==> src/rtl/pipeline_hazard_ctrl.sv <==
// Hazard sequencer for the 5-stage MIPS pipeline: load-use stalls, branch flushes, MULT/DIV EXE hold.
// Optional STALL_COUNTERS_EN macro adds saturating stall/flush/MDU performance counters.
module pipeline_hazard_ctrl #(
    parameter int MDU_LATENCY = 4,
    parameter int CNT_W       = 16
) (
    input  logic             clk,
    input  logic             rst,
    input  logic [4:0]       ID_reg_address_rs,
    input  logic [4:0]       ID_reg_address_rt,
    input  logic             id_uses_rt,
    input  logic             EXE_mem_read,
    input  logic [4:0]       EXE_reg_address_rt,
    input  logic             id_branch_taken,
    input  logic             exe_mdu_start,
`ifdef STALL_COUNTERS_EN
    output logic [CNT_W-1:0] stall_cycles,
    output logic [CNT_W-1:0] flush_count,
    output logic [CNT_W-1:0] mdu_cycles,
`endif
    output logic             pc_write,
    output logic             IF_ID_write,
    output logic             IF_ID_flush,
    output logic             ID_EXE_write,
    output logic             ID_EXE_bubble,
    output logic             EXE_MEM_bubble,
    output logic             mdu_busy,
    output logic             mdu_done
);

    localparam int CW = $clog2(MDU_LATENCY + 1);

    typedef enum logic {RUN, MDU_BUSY} state_t;

    state_t        state, state_next;
    logic [CW-1:0] cnt, cnt_next;
    logic          load_use;

    assign load_use = EXE_mem_read && (EXE_reg_address_rt != 5'd0) &&
                      ((EXE_reg_address_rt == ID_reg_address_rs) ||
                       (id_uses_rt && (EXE_reg_address_rt == ID_reg_address_rt)));

    always_ff @(posedge clk) begin
        if (rst) begin
            state <= RUN;
            cnt   <= '0;
        end else begin
            state <= state_next;
            cnt   <= cnt_next;
        end
    end

    // The start cycle already counts as MDU cycle 1, so the counter is loaded with LATENCY-1.
    always_comb begin
        state_next = state;
        cnt_next   = cnt;
        case (state)
            RUN: begin
                if (exe_mdu_start) begin
                    state_next = MDU_BUSY;
                    cnt_next   = CW'(MDU_LATENCY - 1);
                end
            end
            MDU_BUSY: begin
                cnt_next = cnt - CW'(1);
                if (cnt == CW'(1)) begin
                    state_next = RUN;
                end
            end
            default: state_next = RUN;
        endcase
    end

    always_comb begin
        pc_write       = 1'b0;
        IF_ID_write    = 1'b0;
        IF_ID_flush    = 1'b0;
        ID_EXE_write   = 1'b0;
        ID_EXE_bubble  = 1'b0;
        EXE_MEM_bubble = 1'b0;
        mdu_busy       = 1'b0;
        mdu_done       = 1'b0;
        if (!rst) begin
            if (state == MDU_BUSY) begin
                mdu_busy = 1'b1;
                if (cnt == CW'(1)) begin
                    mdu_done = 1'b1;
                end else begin
                    EXE_MEM_bubble = 1'b1;
                end
            end else if (exe_mdu_start) begin
                EXE_MEM_bubble = 1'b1;
            end else if (load_use) begin
                ID_EXE_write  = 1'b1;
                ID_EXE_bubble = 1'b1;
            end else begin
                pc_write     = 1'b1;
                IF_ID_write  = 1'b1;
                ID_EXE_write = 1'b1;
                IF_ID_flush  = id_branch_taken;
            end
        end
    end

`ifdef STALL_COUNTERS_EN
    logic mdu_hold;

    assign mdu_hold = !rst && ((state == MDU_BUSY) || exe_mdu_start);

    // Bubble into ID_EXE only ever happens on a load-use stall, so it doubles as the stall event.
    always_ff @(posedge clk) begin
        if (rst) begin
            stall_cycles <= '0;
            flush_count  <= '0;
            mdu_cycles   <= '0;
        end else begin
            if (ID_EXE_bubble && !(&stall_cycles)) stall_cycles <= stall_cycles + CNT_W'(1);
            if (IF_ID_flush && !(&flush_count))    flush_count  <= flush_count + CNT_W'(1);
            if (mdu_hold && !(&mdu_cycles))        mdu_cycles   <= mdu_cycles + CNT_W'(1);
        end
    end
`endif

endmodule
==> config.mk <==
export PLATFORM = sky130hd
export DESIGN_NAME = pipeline_hazard_ctrl
export DESIGN_NICKNAME = d
export VERILOG_FILES = /design/src/rtl/pipeline_hazard_ctrl.sv
export SDC_FILE = /design/constraint.sdc
export NUM_CORES = 1
export LEC_CHECK = 0
export BUFFER_PORTS_ARGS = -buffer_cell sky130_fd_sc_hd__buf_2
export CAP_MARGIN = 0
export CORE_AREA = 2 2 39 41
export CTS_CLUSTER_SIZE = 40
export DETAILED_ROUTE_END_ITERATION = 12
export DIE_AREA = 0 0 41 43
export PLACE_DENSITY_LB_ADDON = 0.25
export SYNTH_ARGS = -nofsm -noshare
export SYNTH_HDL_FRONTEND = slang
export SYNTH_SLANG_ARGS = --single-unit
==> constraint.sdc <==
create_clock -name clk -period 1.7 [get_ports clk]
set_input_delay 0.085 -clock clk [delete_from_list [all_inputs] [get_ports clk]]
set_output_delay 0.085 -clock clk [all_outputs]
set_load 0.01 [all_outputs]
==> out/qor.csv <==
metric;value;unit
outcome;completed;
unrepaired setup endpoints after global routing;false;
Die H;43;um
register area share after synthesis;22.07;%
Final #Nets;100;
Mapped Cells;46;
Async S/R FF share, synth;0;%
Slew Viols, Final;0;
Yosys reg bits;4;
leakage power;0.2564;nW
number of CTS-inserted buffers;3;
fin crit share;86.38;%
IO buf count;28;
initial antenna violation count;0;
final setup vio count;0;
crit-path cells;nor3_1 > a21boi_1 > buf_2;
Clk pin slew, worst setup/hold paths;0.04;ns
vias per cell;4.571;
Synth cell types;21;
Crit path max-delay family;flip-flops;
CP Capture Type;primary output;
cells on worst reg2reg path;3;
worst-margin pin slew;0.3359;ns
EDFF count, synth;0;
max incr delay on CP;0.40;ns
Synth warnings;0;
gpl congestion;0.6528;
global-route wire length before repair;1304;um
share of the synthesized area in the top cell type;24.14;%
H-tree depth;1;
Initial DRT Pass Iterations;2;
Mean Syn Cell Area;7.888;um^2
Synth Cell Area;362.8;um^2
HPWL after DPL;737.1;um
final instance area;534.3;um^2
top cells by area, synth;xnor2_1 24%, dfxtp_1 22%, ha_1 6.9%;
1st-iter DRT viols;4;
setup ws final;0.2316;ns
Post-CTS Setup Bufs;0;
crit-path max FO;11;
Arr. time, crit path;1.38;ns
number of max-cap violations;0;
Area growth syn-to-layout;47.24;%
hold path depth;2;
final std cells w/o fill;91;
Power per Cell Area;636.4;mW/mm^2
critical path depth;3;
routed len/inst;9.890;um
Setup crit start kind;register;
post-CTS sizing;0;
Final Hold Fails;0;
Worst path slowest cell;dfxtp_1;
Fmax;0.6810;GHz
Cell Area, Placed;511.7;um^2
setup_tns;0;ns
post-layout min period;1.468;ns
number of global-route vias before repair;362;
main flop type after synthesis;dfxtp_1;
Worst slew margin;77.44;%
Initial Util;26.22;%
clock tree root buffer cell;clkbuf_4;
full die area;0.001763;mm^2
core footprint;0.001384;mm^2
FP Rows;14;
GRT Util Overall;10.87;%
syn nets;69;
largest net degree at the start of global routing;12;
Critical path buffers and inverters;1;
ant diodes;0;
clk_skew;0.001277;ns
# DRC;0;
Max Buffers Root-to-Sink;2;
aggregate global routing overflow;0;
hold crit path type;in -> reg;
clock sinks;4;
CTS tree;done;
Crit Path Class;reg -> out;
Die W;41;um
layout cells sized above 1;41.33;%
I/O pin cnt;29;
Fillers;153;
worst path required time;1.62;ns
placed insts;88;
ANT nets after route;0;
setup slack at placement;0.3762;ns
Vias;416;
Worst-Skew Late Latency;0.24;ns
area leader, netlist;xnor2_1;
Max IR drop VDD;0.0003200;V
Hold-fix buffers, CTS;0;
DRT Wirelength;900;um
-- layout by cell type (no fill, tap or decap) --
| cell | n |
|---|---|
| buf_2 | 28 |
| xnor2_1 | 10 |
| dfxtp_1 | 4 |
| inv_1 | 3 |
| nor3_1 | 3 |
| nand2_1 | 3 |
| clkbuf_4 | 3 |
| nor2b_1 | 2 |
| and3_1 | 2 |
| a311oi_1 | 2 |
| nand3_1 | 2 |
| a21oi_1 | 2 |
| a211oi_1 | 2 |
| ha_1 | 2 |
| nor2_1 | 1 |
| or4_1 | 1 |
| o21a_1 | 1 |
| nand4_1 | 1 |
| o22ai_1 | 1 |
| a21boi_1 | 1 |
| o21ai_0 | 1 |
-- power by group --
| group | total, mW | leakage, nW | switching [mW] | internal (mW) |
|---|---|---|---|---|
| clock network | 0.120 | 0.0138 | 0.0408 | 0.0791 |
| registers | 0.113 | 0.0333 | 0.00970 | 0.103 |
| logic | 0.107 | 0.209 | 0.0502 | 0.0570 |
-- synthesized netlist by cell type (all sizes together) (2+ instances only) --
| master | number |
|---|---|
| a211oi | 2 |
| a21oi | 2 |
| a311oi | 2 |
| and3 | 2 |
| dfxtp | 4 |
| ha | 2 |
| inv | 3 |
| nand2 | 3 |
| nand3 | 2 |
| nor2b | 2 |
| nor3 | 3 |
| xnor2 | 10 |
-- routing by layer --
layer	vias up	share of wire [%]	global-route usage [%]
met5	-	0	0
met4	0	0	2.000
met3	0	14	6.283
met2	23	45	17.81
met1	171	41	11.65
li1	222	-	-
-- cell families after synthesis --
| logic type | after synthesis | synth area share, % |
|---|---|---|
| simple gates | 15 | 21.72 |
| compound gates | 10 | 18.97 |
| xor+xnor | 10 | 24.14 |
| buf+inv | 5 | 6.206 |
| flops | 4 | 22.07 |
| fa+ha+maj | 2 | 6.895 |
-- registers in the layout (all words and copies together), names as in the netlist --
signal and flops:
cnt 3, state 1
-- path summary, 6_finish.rpt --
kind | from | slack (ns) | endpoint
setup / recovery | state | 0.23 | IF_ID_write
hold / removal | rst | 0.1 | cnt[2]
setup reg to reg | cnt[0] | 0.69 | cnt[1]
hold reg to reg | cnt[2] | 0.47 | cnt[2]
-- layout make-up --
class,instances,area [um^2],share of cell area (%)
well taps,16,20.02,3.747
inverters,3,11.26,2.108
flip-flops and latches,4,80.08,14.99
repair buffers,28,140.1,26.23
clock buffers,3,22.52,4.215
multi-input cells,37,260.3,48.71
-- metrics by stage --
stage	power, mW	util [%]	hold WS [ns]
finish	0.3400	38.61	0.09774
global route	0.3666	38.61	0.1059
CTS	0.3477	38.61	0.09216
detailed placement	0.2223	36.98	0.3454
global placement	0.2219	36.98	0.3429
floorplan	0.1753	-	0.1541
No activity file was read; power rests on OpenSTA's default activity.
